`config.mk`:
```
export PLATFORM = sky130hd
export DESIGN_NAME = uart_frame_ctrl
export DESIGN_NICKNAME = d
export VERILOG_FILES = /design/src/rtl/uart_frame_ctrl.sv
export SDC_FILE = /design/constraint.sdc
export NUM_CORES = 1
export LEC_CHECK = 0
export CORE_UTILIZATION = 43
export CTS_CLUSTER_SIZE = 12
export DETAILED_ROUTE_END_ITERATION = 7
export PLACE_DENSITY = 0.66
export RECOVER_POWER = 50
export SLEW_MARGIN = 10
export SYNTH_ARGS = -nofsm -noshare
export SYNTH_HDL_FRONTEND = slang
export SYNTH_SLANG_ARGS = --single-unit
```
`constraint.sdc`:
```
create_clock -name clk -period 6.3 [get_ports clk]
set_input_delay 1.26 -clock clk [delete_from_list [all_inputs] [get_ports clk]]
set_output_delay 1.26 -clock clk [all_outputs]
set_load 0.005 [all_outputs]
```
`src/rtl/uart_frame_ctrl.sv`:
```
// Purpose : UART RX frame controller. It parses HEADER, LEN, payload and CSUM, and buffers the payload.
//           The payload is released only after the checksum passes.
// Latency : out_valid rises 1 cycle after the rx_done that carries a good checksum. Drain runs at 1 byte/cycle.
// Backpr. : out_data/out_valid/out_last hold while out_valid && !out_ready. Bytes arriving during drain are dropped.
//
// Ports: clk/rst (async, active-high); rx_data/rx_done byte stream in;
//        out_data/out_valid/out_ready/out_last payload stream out; frame_len length of frame being drained;
//        frame_err one-cycle error pulse with err_code (01 length, 10 checksum, 11 timeout);
//        stat_ok/stat_bad saturating frame counters, present only when UART_FRAME_STATS_EN is defined (else 0).
module uart_frame_ctrl #(
    parameter int         CLK_FREQ      = 50_000_000,
    parameter int         BAUD          = 9600,
    parameter int         MAX_LEN       = 16,
    parameter logic [7:0] HEADER        = 8'hA5,
    parameter int         TIMEOUT_BYTES = 4
) (
    input  logic                         clk,
    input  logic                         rst,
    input  logic [7:0]                   rx_data,
    input  logic                         rx_done,
    output logic [7:0]                   out_data,
    output logic                         out_valid,
    input  logic                         out_ready,
    output logic                         out_last,
    output logic [$clog2(MAX_LEN+1)-1:0] frame_len,
    output logic                         frame_err,
    output logic [1:0]                   err_code,
    output logic [15:0]                  stat_ok,
    output logic [15:0]                  stat_bad
);
    localparam int         LW       = $clog2(MAX_LEN + 1);
    localparam int         AW       = (MAX_LEN > 1) ? $clog2(MAX_LEN) : 1;
    // The product is computed in 64 bits so that large clock rates cannot overflow it.
    localparam longint     TO_L     = longint'(TIMEOUT_BYTES) * 10 * longint'(CLK_FREQ) / longint'(BAUD);
    localparam int         TO_CYC   = (TO_L < 1) ? 1 : int'(TO_L);
    localparam int         TW       = $clog2(TO_CYC + 1);
    localparam logic [7:0] MAX_LEN8 = 8'(MAX_LEN);

    typedef enum logic [2:0] {IDLE, LEN, PAYLOAD, CSUM, DRAIN} state_t;

    state_t        state;
    logic [7:0]    pay_buf [2**AW];
    logic [AW-1:0] idx;
    logic [AW-1:0] rd;
    logic [LW-1:0] len;
    logic [7:0]    sum;
    logic [TW-1:0] tmr;

    logic [7:0]    sum_next;
    logic          active;
    logic          tmr_exp;
    logic          len_bad;
    logic [AW-1:0] rd_nxt;

    assign sum_next = sum + rx_data;
    assign active   = (state == LEN) || (state == PAYLOAD) || (state == CSUM);
    // Expiry is the Nth cycle without a byte. A byte in that same cycle takes precedence.
    assign tmr_exp  = active && !rx_done && (tmr == TW'(TO_CYC - 1));
    assign len_bad  = (rx_data == 8'd0) || (rx_data > MAX_LEN8);
    assign rd_nxt   = rd + 1'b1;

    // The payload store has no reset because its contents only matter after a full frame has been written.
    always_ff @(posedge clk) begin
        if (state == PAYLOAD && rx_done)
            pay_buf[idx] <= rx_data;
    end

    always_ff @(posedge clk or posedge rst) begin
        if (rst) begin
            state     <= IDLE;
            idx       <= '0;
            rd        <= '0;
            len       <= '0;
            sum       <= '0;
            tmr       <= '0;
            out_data  <= '0;
            out_valid <= 1'b0;
            out_last  <= 1'b0;
            frame_len <= '0;
            frame_err <= 1'b0;
            err_code  <= 2'b00;
        end else begin
            frame_err <= 1'b0;

            if (!active || rx_done)
                tmr <= '0;
            else
                tmr <= tmr + 1'b1;

            case (state)
                IDLE: begin
                    if (rx_done && rx_data == HEADER)
                        state <= LEN;
                end
                LEN: begin
                    if (rx_done) begin
                        if (len_bad) begin
                            state     <= IDLE;
                            frame_err <= 1'b1;
                            err_code  <= 2'b01;
                        end else begin
                            len   <= rx_data[LW-1:0];
                            sum   <= rx_data;
                            idx   <= '0;
                            state <= PAYLOAD;
                        end
                    end
                end
                PAYLOAD: begin
                    if (rx_done) begin
                        sum <= sum_next;
                        idx <= idx + 1'b1;
                        if (LW'(idx) == len - 1'b1)
                            state <= CSUM;
                    end
                end
                CSUM: begin
                    if (rx_done) begin
                        if (sum_next == 8'd0) begin
                            // Preload the first byte so that out_data is registered and valid immediately.
                            state     <= DRAIN;
                            out_valid <= 1'b1;
                            out_data  <= pay_buf[0];
                            rd        <= '0;
                            out_last  <= (len == LW'(1));
                            frame_len <= len;
                        end else begin
                            state     <= IDLE;
                            frame_err <= 1'b1;
                            err_code  <= 2'b10;
                        end
                    end
                end
                DRAIN: begin
                    if (out_ready) begin
                        if (out_last) begin
                            out_valid <= 1'b0;
                            out_last  <= 1'b0;
                            state     <= IDLE;
                        end else begin
                            rd       <= rd_nxt;
                            out_data <= pay_buf[rd_nxt];
                            out_last <= (LW'(rd_nxt) == len - 1'b1);
                        end
                    end
                end
                default: state <= IDLE;
            endcase

            // tmr_exp implies no rx_done this cycle, so the case above made no transition.
            if (tmr_exp) begin
                state     <= IDLE;
                frame_err <= 1'b1;
                err_code  <= 2'b11;
            end
        end
    end

`ifdef UART_FRAME_STATS_EN
    logic ok_evt;
    logic bad_evt;

    assign ok_evt  = (state == DRAIN) && out_ready && out_last;
    // An error and a drop in the same cycle count once.
    assign bad_evt = (state == DRAIN && rx_done) || tmr_exp ||
                     (state == LEN  && rx_done && len_bad) ||
                     (state == CSUM && rx_done && sum_next != 8'd0);

    always_ff @(posedge clk or posedge rst) begin
        if (rst) begin
            stat_ok  <= '0;
            stat_bad <= '0;
        end else begin
            if (ok_evt && stat_ok != 16'hFFFF)
                stat_ok <= stat_ok + 1'b1;
            if (bad_evt && stat_bad != 16'hFFFF)
                stat_bad <= stat_bad + 1'b1;
        end
    end
`else
    assign stat_ok  = 16'd0;
    assign stat_bad = 16'd0;
`endif

endmodule
```
### Yosys cells after proc, flatten, opt, wreduce, memory -nomap -nowiden

Memory sizes are Yosys's and may differ from the RTL's.
Index checks and enable logic that the tools add are counted.

| operators by class | value |
|---|---|
| add/subtract/negate cells | 5 |
| $lt $le $gt $ge | 1 |
| eq/ne operators | 26 |
| multiplexer cells | 54 |
| bitwise logic cells | 1 |
| reduce and logical (&&, ||, !) cells | 24 |

Operator list:

| cell | number |
|---|---|
| 8-bit 2-to-1 mux | 7 |
| 8-bit one-hot mux with 2 select lines | 2 |
| 4-bit 2-to-1 mux | 7 |
| 3-bit 2-to-1 mux | 9 |
| 3-bit inequality test, second input constant | 8 |
| 18-bit by 1-bit adder with 18-bit output, second input constant | 1 |
| 18-bit == test, second input constant | 1 |
| 18-bit 2-to-1 mux | 1 |
| 8-bit zero test | 2 |
| 4-bit one-hot mux with 2 select lines | 2 |
| 1-bit 2-to-1 mux | 15 |
| 3-bit one-hot mux with 5 select lines | 1 |
| 5-bit AND reduction | 3 |
| 2-bit inequality test, second input constant | 7 |
| 2-bit 2-to-1 mux | 6 |
| 4-bit by 5-bit == test with 1-bit output | 2 |
| 4-bit by 1-bit adder with 4-bit output, second input constant | 2 |
| 8-bit adder | 1 |
| 8-bit == test, second input constant | 1 |
| 8-bit by 5-bit greater-than comparator with 1-bit output, second input constant | 1 |
| 4-bit AND reduction | 2 |
| 7-bit AND reduction | 1 |
| 3-bit by 2-bit == test with 1-bit output, second input constant | 2 |
| 1-bit one-hot mux with 2 select lines | 3 |
| 15 further kinds | 24 |

| word-level totals | value |
|---|---|
| register bits after elaboration | 60 |
| RAM bits | 128 |
| input bits | 12 |
| output and inout port bits | 50 |
| word-level logic and storage cells | 124 |
| memories | 1 |

Memories:

| memory | depth | bits a word | read ports | clocked after Yosys merged registers in | wr ports | RTL line | RTL |
|---|---|---|---|---|---|---|---|
| pay_buf | 16 | 8 | 2 | 0 | 1 | 42 | `logic [7:0] pay_buf [2**AW];` |

### Logic depth before layout (Yosys ltp)

Gate-level depths: netlist of the first run.

| logic depth | value |
|---|---|
| depth in word-level cells | 7 |
| depth in mapped cells | 12 |
| mapped depth without buffers | 10 |

### Worst setup path after synthesis of the first run

OpenSTA, ideal clock, no wires.

| timing path | value |
|---|---|
| path type | in2reg |
| from | input port rx_data[0] |
| to | register out_data[0] |
| setup time | 0.125 ns |
| arrival time | 3.539 ns |
| slack | 2.636 ns |
| stages | 12 |
| buffers on the path | 2 |
| cells stage by stage | ha_1 -> inv_1 -> fa_1 -> nand2b_1 -> a21oi_1 -> mux2i_1 -> nor4b_1 -> and4_1 -> buf_6 -> or2_1 -> buf_6 -> mux2_4 |

| on the way | value |
|---|---|
| word-level cells in the longest chain between the ends | 4 |

RTL lines:

| item | RTL line | RTL |
|---|---|---|
| from (decl) | 19 | `input logic [7:0] rx_data,` |
| 8-bit adder | 55 | `assign sum_next = sum + rx_data;` |
| 8-bit zero test | 119 | `if (sum_next == 8'd0) begin` |
| 2-bit by 1-bit inequality test with 1-bit output (no source line) | n/a |  |
| 5-bit AND reduction (no source line) | n/a |  |
| to (signal assigned) | 123 | `out_data <= pay_buf[0];` |
| to (signal assigned) | 142 | `out_data <= pay_buf[rd_nxt];` |
| to (decl) | 21 | `output logic [7:0] out_data,` |

No other way between the ends.
A chain may end at the register's enable or synchronous reset.

### Worst setup path in the final report of the first run

| timing path | value |
|---|---|
| from | input port rx_data[0] |
| to | register out_data[3] |

The elaborated chain is that of the path after synthesis.

==> results of run 1 <==
==> per-layer routing <==
metal / vias up / part of all wire
met2: 152 / 0.51
met4: 0 / 0.035
met5: - / 0
met1: 2565 / 0.41
li1: 2256 / -
met3: 44 / 0.048
==> state kept, by name, indices dropped and copies added, names as in the netlist, 4 cells and up <==
name	count
frame_len	5
idx	4
len	5
out_data	8
pay_buf	128
rd	4
sum	8
tmr	18
==> logic make-up (layout without fill, tap and decap cells) <==
| group | count (synthesis) | after routing |
|---|---|---|
| flip-flops | 188 | 188 |
| AND/OR/NAND/NOR | 162 | 162 |
| multiplexers | 73 | 73 |
| buffers and inverters | 73 | 94 |
| AO/OA/AOI/OAI | 48 | 48 |
| XOR/XNOR | 37 | 37 |
| adder cells (fa/ha/maj) | 17 | 17 |
| other | 1 | 32 |
==> area by class of cell <==
class,count,area share
multi-input combinational,369,0.320
inverter,20,0.00766
clock inverter,9,0.00612
timing repair buffer,42,0.0373
clock buffer,23,0.0498
sequential,188,0.545
tap,265,0.0338
==> critical path, stage by stage <==
cell	delay, ps
dlygate4sd3_1	520
clkbuf_1	660
ha_1	350
inv_1	70
fa_1	390
nand2b_1	180
a21oi_1	160
mux2i_1	120
nor4b_1	400
and4_1	510
or2_1	530
mux2_4	350
==> how the worst max path moves through the flow <==
stage,startpoint,to,slack [ps],cells after the start
after global placement,rx_data[0],out_data[4],1330,12
final,rx_data[0],out_data[3],1100,12
after detailed placement,rx_data[0],out_data[2],1250,12
after CTS,rx_data[0],out_data[3],1700,12
after floorplan,rx_data[0],out_data[0],2640,12
after global routing,rx_data[0],out_data[3],780,12
==> stage by stage <==
step                      utilization  instance area, sq um  hold slack, ps  std cells
after global routing            0.497                  9810             524        916
after detailed placement        0.471                  9280             480        884
after global placement          0.471                  9280             467        884
after floorplan                     -                  8890             454        630
final                           0.497                  9810             488        916
after CTS                       0.498                  9830             494        916
==> cell usage after synthesis, drive strengths merged, types with 3 or more instances <==
library cell,count
xnor2,17
nor3,13
xor2,20
nand3,18
a21oi,13
o21ai,17
a31oi,3
ha,16
nand4,4
nand3b,3
nor4,8
mux2,26
nor3b,5
edfxtp,128
nor2,46
and2,7
mux2i,7
or3,4
and3,4
inv,20
dfrtp,60
nor4b,6
nand2,29
mux4,40
clkbuf,14
nand2b,5
buf,39
or2,3
==> power by group through the flow <==
stage / logic, mW / clock network, mW / registers (mW)
global placement: 1.30 / 0 / 1.56
finish: 1.31 / 0.992 / 1.54
detailed placement: 1.33 / 0 / 1.57
global route: 1.43 / 1.06 / 1.56
CTS: 1.33 / 1.01 / 1.54
floorplan: 1.02 / 0 / 1.53
==> impl_metrics.json, run 1 <==
{
  "outcome": "complete, but fails checks",
  "failed_checks": "max-capacitance violations, max-slew violations",
  "seq_area_frac_synth": 0.610,
  "synth-warning-count": 0,
  "hold_buffers": 0,
  "synth.area.mux_share": 0.148,
  "grt_most_used_layer": "met2",
  "layout_setup_ws_ps": 1100,
  "avgSynthCellArea_sq_um": 14.6,
  "xor_and_xnor_area_share_after_synthesis": 0.0370,
  "multi_input_logic_area_sq_um": 3140,
  "timing.reg2reg.setup_slack_ps": 2790,
  "synth-compound-area-share": 0.0361,
  "cts_resized": 0,
  "grt_first_pass_wirelength_mm": 29.0,
  "max_freq_ghz": 0.192,
  "holdCritStartpoint": "sum[4]",
  "final_routed_wirelength_across_all_metal_layers_mm": 18.7,
  "placement.io_buffers": 29,
  "gpl.final_weighted_congestion": 0.830,
  "min_delay_worst_endpoint": "sum[4]",
  "met2_usage": 0.326,
  "die_height_um": 145,
  "final_min_period_over_clock_period": 0.826,
  "critical_path.startpoint_type": "input pin",
  "drt_iter0_markers": 345,
  "clk_pin_slew_ps": 70,
  "setup.worst_path.class": "input pin to flip-flop",
  "relSlewSlack": -1.20,
  "groute.usage.overall": 0.194,
  "post_cts.repair.setup_buffers": 0,
  "firstDrtPassIters": 5,
  "number_of_enable_type_register_cells_in_the_synthesized_netlist": 128,
  "floorplan.core_area_sq_um": 19700,
  "post_synth_fa_ha_maj_area_fraction": 0.0251,
  "die_area_sq_um": 21000,
  "sequential_cell_area_sq_um": 5350,
  "vias_per_cell": 5.48,
  "drc_errors": 0,
  "finalMaxSlewViolations": 61,
  "netlist_area_sq_um": 8770,
  "netlist-cell-type-count": 54,
  "ant_nets": 0,
  "power_density_nw_per_um2": 393,
  "most_frequent_standard_cell_in_the_layout_excluding_fill_and_tap_cells": "edfxtp_1",
  "insertion_delay_of_the_later_clocked_pin_in_the_worst_skew_pair_ps": 430,
  "initial_utilization": 0.445,
  "timing.critical_path.arrival_ps": 5520,
  "finClkSkew_ps": 9.76,
  "area_delta_synth_final_pct": 11.8,
  "globalRouteMet1Util": 0.235,
  "synth_top_flop_cell": "edfxtp_1",
  "most_frequent_cells_in_the_layout": "edfxtp_1, dfrtp_1, nor2_1",
  "total_vias_in_the_final_route": 5017,
  "chipWidth_um": 145,
  "whs_path_depth": 2,
  "report.final.setup_viol": 0,
  "power.combinational.fraction": 0.341,
  "grt_overflow": 0,
  "net-switching-power_mw": 1.19,
  "pin_count_of_the_biggest_net_entering_global_routing": 61,
  "rsz0062_at_grt": "no",
  "yosys.area.top_type_share": 0.438,
  "post-layout-total-power_mw": 3.85,
  "swShare": 0.309,
  "share_of_synthesized_registers_carrying_an_async_set_or_reset": 0.319,
  "power.leakage_nw": 3.55,
  "design.portCount": 62,
  "design.final.nets": 667,
  "r2r_cells": 6,
  "vdd.ir_drop.worst_uv": 210,
  "critical_path_maximum_fanout": 21,
  "num_antenna_cells": 0,
  "dp_hpwl_mm": 12.2,
  "htreeDepth": 4,
  "post-route-min-period_ps": 5200,
  "flop_pwr_share": 0.401,
  "cell_at_the_root_of_the_clock_tree": "clkbuf_16",
  "core.rowCount": 51,
  "yosys_register_bits": 188,
  "cp_data_required_time_ps": 6620,
  "synthTopCellsByArea": "edfxtp_1, dfrtp_1, mux4_2",
  "synthesis.instances": 599,
  "simple_logic_cell_fraction_of_the_synthesized_area": 0.0943,
  "place_worst_setup_slack_ps": 1250,
  "p_clk_frac": 0.258,
  "antenna_found_initial": 0,
  "worst_pin_slew_ps": 3300,
  "share_of_post_route_cells_with_drive_strength_above_1": 0.180,
  "cts.sinks": 188,
  "hp-class": "flip-flop to flip-flop",
  "largest_family_of_logic_cells_by_synthesized_area": "multiplexers",
  "cts-buffers-inserted": 17,
  "synth_top_cell_by_area": "edfxtp_1",
  "n_fill_cell": 1639,
  "cell_internal_pwr_mw": 2.66,
  "rr_endpoint": "out_data[2]",
  "met3_usage": 0.0434,
  "cts-root-to-sink-buffers": 2,
  "tritoncts": "yes",
  "post_drt_wl_per_cell_um": 20.4,
  "final.setup.tns_ps": 0,
  "timing.rr.start": "rd[0]",
  "cap_viol_max_count": 1,
  "final-hold-violation-count": 0,
  "crit_path_end_kind": "flip-flop",
  "vias_in_the_first_global_route": 5123
}
No activity file was read; power rests on OpenSTA's default activity.
==> run 2: changes to the inputs <==
==> constraint.sdc (replaced) <==
create_clock -name clk -period 5 [get_ports clk]
set_input_delay 1 -clock clk [delete_from_list [all_inputs] [get_ports clk]]
set_output_delay 1 -clock clk [all_outputs]
set_load 0.005 [all_outputs]
==> run 2 against run 1 <==
  * The flow still finishes with violations (max-capacitance violations, max-slew violations)
  * Clock power grew 38%
  * Hold slack better by 1.8 ps
  * Clock skew increased by 4.5 ps
  * First-iteration DRC count increased by 5.8%
  * Highest routed layer unchanged
==> impl_metrics.json, run 2 (same netlist as run 1, synthesis figures left out) <==
{
  "area_delta_synth_final_pct": 13.0,
  "critical_path.startpoint_type": "input pin",
  "floorplan.core_area_sq_um": 19700,
  "initial_utilization": 0.445,
  "vias_in_the_first_global_route": 5172,
  "die_height_um": 145,
  "grt_first_pass_wirelength_mm": 28.6,
  "critical_path_maximum_fanout": 10,
  "failed_checks": "max-capacitance violations, max-slew violations",
  "report.final.setup_viol": 0,
  "timing.reg2reg.setup_slack_ps": 1780,
  "cell_at_the_root_of_the_clock_tree": "clkbuf_16",
  "timing.rr.start": "sum[0]",
  "htreeDepth": 4,
  "tritoncts": "yes",
  "cts-buffers-inserted": 17,
  "final_min_period_over_clock_period": 0.805,
  "gpl.final_weighted_congestion": 0.849,
  "total_vias_in_the_final_route": 5033,
  "final_routed_wirelength_across_all_metal_layers_mm": 18.4,
  "num_antenna_cells": 0,
  "dp_hpwl_mm": 12.4,
  "min_delay_worst_endpoint": "sum[0]",
  "cts_resized": 0,
  "worst_pin_slew_ps": 2090,
  "final-hold-violation-count": 0,
  "most_frequent_cells_in_the_layout": "edfxtp_1, dfrtp_1, nor2_1",
  "finClkSkew_ps": 14.2,
  "clk_pin_slew_ps": 80,
  "cap_viol_max_count": 1,
  "post_drt_wl_per_cell_um": 19.9,
  "holdCritStartpoint": "sum[0]",
  "cts.sinks": 188,
  "vdd.ir_drop.worst_uv": 273,
  "timing.critical_path.arrival_ps": 4350,
  "finalMaxSlewViolations": 40,
  "cts-root-to-sink-buffers": 2,
  "core.rowCount": 51,
  "placement.io_buffers": 29,
  "post_cts.repair.setup_buffers": 0,
  "max_freq_ghz": 0.249,
  "post-layout-total-power_mw": 5.01,
  "cp_data_required_time_ps": 5330,
  "pin_count_of_the_biggest_net_entering_global_routing": 40,
  "largest_reg_flops": 128,
  "hp-class": "flip-flop to flip-flop",
  "drc_errors": 0,
  "firstDrtPassIters": 4,
  "drt_iter0_markers": 365,
  "design.final.nets": 676,
  "power.leakage_nw": 3.60,
  "outcome": "complete, but fails checks",
  "groute.usage.overall": 0.191,
  "grt_overflow": 0,
  "r2r_cells": 10,
  "chipWidth_um": 145,
  "rr_endpoint": "out_data[1]",
  "largestRegisters": "pay_buf x128, tmr x18",
  "relSlewSlack": -0.394,
  "rsz0062_at_grt": "no",
  "power_density_nw_per_um2": 505,
  "whs_path_depth": 2,
  "max_flop_register": "pay_buf",
  "setup.worst_path.class": "input pin to flip-flop",
  "die_area_sq_um": 21000,
  "hold_buffers": 0,
  "final.setup.tns_ps": 0,
  "antenna_found_initial": 0,
  "ant_nets": 0,
  "share_of_post_route_cells_with_drive_strength_above_1": 0.183,
  "insertion_delay_of_the_later_clocked_pin_in_the_worst_skew_pair_ps": 440,
  "vias_per_cell": 5.44,
  "most_frequent_standard_cell_in_the_layout_excluding_fill_and_tap_cells": "edfxtp_1",
  "crit_path_end_kind": "flip-flop",
  "design.portCount": 62,
  "post-route-min-period_ps": 4020
}
==> run 2: per-layer routing <==
layer / vias to the layer above / track usage / share of wire
met3: 32 / 0.0355 / 0.039
met1: 2612 / 0.235 / 0.42
li1: 2274 / - / -
met5: - / 0 / 0
met2: 115 / 0.322 / 0.51
met4: 0 / 0.0936 / 0.030
==> run 2: power breakdown <==
part	total, mW	switching, mW	internal [mW]
Sequential	1.94	0.139	1.80
Combinational	1.70	0.835	0.862
Clock	1.37	0.685	0.683
Total	5.01	1.66	3.35
==> run 2: how the worst max path moves through the flow <==
stage | start | endpoint
detailed placement | rx_data[1] | out_data[1]
floorplan | rx_data[0] | out_data[0]
global placement | rx_data[0] | out_data[2]
CTS | rx_data[1] | out_data[1]
finish | rx_data[1] | out_data[1]
global route | rst | rd[0]
==> run 2: area by class of cell <==
class	instances	area (sq um)
tap	265	332
inverter	20	75.1
clock buffer	17	425
timing repair buffer	51	422
clock inverter	15	190
sequential	188	5350
fill	1597	9810
multi-input combinational	369	3120
==> run 2: critical path: stages <==
cell           delay (ps)
dlygate4sd3_1         700
inv_1                 110
fa_1                  460
nand2b_1              190
a21oi_1               170
mux2i_1               120
nor4b_1               370
and4_1                270
or2_1                 600
mux2_4                360
==> run 2: metrics by stage <==
step	setup slack (ps)	hold slack (ps)	cells	util	instance area (sq um)
floorplan	1600	454	630	-	8890
global placement	659	467	893	0.473	9330
detailed placement	586	481	893	0.473	9330
CTS	1040	502	925	0.504	9940
global route	541	524	925	0.503	9910
finish	976	490	925	0.503	9910
==> run 3: changes to the inputs <==
--- a/config.mk
+++ b/config.mk
@@ -8,7 +8,7 @@
 export CORE_UTILIZATION = 43
 export CTS_CLUSTER_SIZE = 12
 export DETAILED_ROUTE_END_ITERATION = 7
-export PLACE_DENSITY = 0.66
+export PLACE_DENSITY = 0.69
 export RECOVER_POWER = 50
 export SLEW_MARGIN = 10
 export SYNTH_ARGS = -nofsm -noshare
==> constraint.sdc (replaced) <==
create_clock -name clk -period 3.4 [get_ports clk]
set_input_delay 0.68 -clock clk [delete_from_list [all_inputs] [get_ports clk]]
set_output_delay 0.68 -clock clk [all_outputs]
set_load 0.005 [all_outputs]
==> run 3 against run 2 <==
  * First-iteration DRC count grew 18%
  * The flow now finishes without violations
  * Worst setup slack worse by 790 ps
  * Core utilization up 0.86 points
  * Sequential power up 48%
  * Flip-flop and latch count unchanged
  * Cell count grew 2.7%
  * Sequential share of layout area down 0.91 points
  * Global-route usage is 0.27 points higher
  * Cell area up 1.7%
  * Largest power group unchanged
  * Routed wire length increased by 2.0%
  * Non-clock buffer count increased by 25
  * Count of clock-buffer cells in the layout stayed put
==> impl_metrics.json, run 3 (same netlist as run 1, synthesis figures left out) <==
{
  "cap_viol_max_count": 0,
  "placement.io_buffers": 29,
  "critical-path-slowest-cell": "clkdlybuf4s50_1",
  "cell_internal_pwr_mw": 5.15,
  "critical_path.startpoint_type": "input pin",
  "relSlewSlack": 0.110,
  "timing.reg2reg.setup_slack_ps": 620,
  "max_freq_ghz": 0.311,
  "flop_pwr_share": 0.383,
  "post_drt_wl_per_cell_um": 19.8,
  "path_delay_family": "simple AND/OR/NAND/NOR gates",
  "most_frequent_cells_in_the_layout": "edfxtp_1, dfrtp_1, nor2_1",
  "ant_nets": 0,
  "area_delta_synth_final_pct": 14.9,
  "final_min_period_over_clock_period": 0.946,
  "post-route-min-period_ps": 3220,
  "post_route_non_filler_standard_cell_count": 950,
  "groute.usage.overall": 0.193,
  "cell_at_the_root_of_the_clock_tree": "clkbuf_16",
  "power.leakage_nw": 3.71,
  "slowest_delay_ps": 520,
  "cts.sinks": 188,
  "drc_errors": 0,
  "max_flop_register": "pay_buf",
  "grt_first_pass_wirelength_mm": 29.0,
  "clk_pin_slew_ps": 70,
  "crit_chain": "clkdlybuf4s50_1, ha_1, inv_1, fa_1, nand2b_1, a21oi_1, mux2i_1, nor4b_2, and4_4, or2_1, buf_12, mux2_4",
  "final-hold-violation-count": 0,
  "largest_reg_flops": 128,
  "design.portCount": 62,
  "cts-root-to-sink-buffers": 2,
  "tritoncts": "yes",
  "swShare": 0.312,
  "placed_cells": 918,
  "largestRegisters": "pay_buf x128, tmr x18",
  "cp_data_required_time_ps": 3700,
  "critical_path_maximum_fanout": 10,
  "vias_per_cell": 5.40,
  "critical_path_buf_inv_count": 3,
  "net-switching-power_mw": 2.33,
  "outcome": "completed",
  "setup.worst_path.class": "input pin to flip-flop",
  "finalMaxSlewViolations": 0,
  "hold_buffers": 0,
  "pin_count_of_the_biggest_net_entering_global_routing": 36,
  "final_routed_wirelength_across_all_metal_layers_mm": 18.8,
  "vias_in_the_first_global_route": 5150,
  "grt_overflow": 0,
  "num_antenna_cells": 0,
  "die_area_sq_um": 21000,
  "design.final.nets": 701,
  "fin_area_sq_um": 10100,
  "core.rowCount": 51,
  "cts-buffers-inserted": 17,
  "antenna_found_initial": 0,
  "timing.critical_path.arrival_ps": 3520,
  "power_density_nw_per_um2": 742,
  "dp_hpwl_mm": 12.7,
  "floorplan.core_area_sq_um": 19700,
  "placed_area_sq_um": 9520,
  "chipWidth_um": 145,
  "most_frequent_standard_cell_in_the_layout_excluding_fill_and_tap_cells": "edfxtp_1",
  "crit_path_end_kind": "flip-flop",
  "gpl.final_weighted_congestion": 0.810,
  "htreeDepth": 4,
  "report.final.setup_viol": 0,
  "vdd.ir_drop.worst_uv": 416,
  "worst_pin_slew_ps": 1340,
  "p_clk_frac": 0.267,
  "die_height_um": 145,
  "post-layout-total-power_mw": 7.48,
  "finClkSkew_ps": 10.9,
  "total_vias_in_the_final_route": 5127,
  "firstDrtPassIters": 4,
  "drt_iter0_markers": 430,
  "rsz0062_at_grt": "no",
  "insertion_delay_of_the_later_clocked_pin_in_the_worst_skew_pair_ps": 430,
  "initial_utilization": 0.445,
  "power.combinational.fraction": 0.350,
  "postLayoutCoreUtil": 0.511,
  "share_of_post_route_cells_with_drive_strength_above_1": 0.209,
  "hp-class": "flip-flop to flip-flop"
}
run 3: cell type report:
type                       count  area, sq um
fill                        1631         9640
sequential                   188         5350
multi-input combinational    369         3120
timing repair buffer          76          611
clock buffer                  17          425
tap                          265          332
clock inverter                15          166
inverter                      20         75.1
run 3: worst reg2reg max path, cell delays in order, from the launching register on:
cell and delay [ps]:
dfrtp_1 350, ha_1 170, inv_1 60, fa_1 380
nand2b_1 180, a21oi_1 160, mux2i_1 110, nor4b_2 330
and4_4 300, or2_1 150, buf_12 150, mux2_4 310
run 3: per-stage QoR:
| stage | setup TNS (ps) | hold WS [ps] | setup WS (ps) |
|---|---|---|---|
| 6_report | 0 | 495 | 185 |
| 2_1_floorplan | 0 | 454 | 316 |
| 4_1_cts | 0 | 504 | 38.5 |
| 3_3_place_gp | -5170 | 471 | -358 |
| 5_1_grt | 0 | 522 | 11.9 |
| 3_5_place_dp | -5910 | 484 | -388 |
run 3: path summary, 6_finish.rpt:
check,endpoint,cells after the start,startpoint
setup / recovery,out_data[6],12,rx_data[0]
max in group asynchronous,state[1],3,rst
setup reg to reg,out_data[6],11,sum[0]
hold / removal,sum[6],2,sum[6]
hold reg to reg,sum[6],2,sum[6]
min in group asynchronous,out_data[3],2,rst
run 3: power groups by stage:
stage / logic (mW) / clock network (mW) / registers (mW)
6_report: 2.62 / 2.00 / 2.87
5_1_grt: 2.86 / 2.11 / 2.89
4_1_cts: 2.66 / 2.02 / 2.87
3_5_place_dp: 2.65 / 0 / 2.91
3_3_place_gp: 2.60 / 0 / 2.89
2_1_floorplan: 1.90 / 0 / 2.84
run 3: timing repair:
| action | 4_1_cts | 5_1_grt |
|---|---|---|
| resized for setup | 0 | 4 |
| setup buffers | 0 | 0 |
| endpoints found under the setup margin | 0 | 14 |
run 3: routing by layer:
layer | wire length (um) | GRT usage | vias up
li1 | - | - | 2320
met1 | 8010 | 0.253 | 2631
met2 | 9580 | 0.322 | 157
met3 | 874 | 0.0355 | 19
met4 | 316 | 0.0709 | 0
met5 | 0 | 0 | -
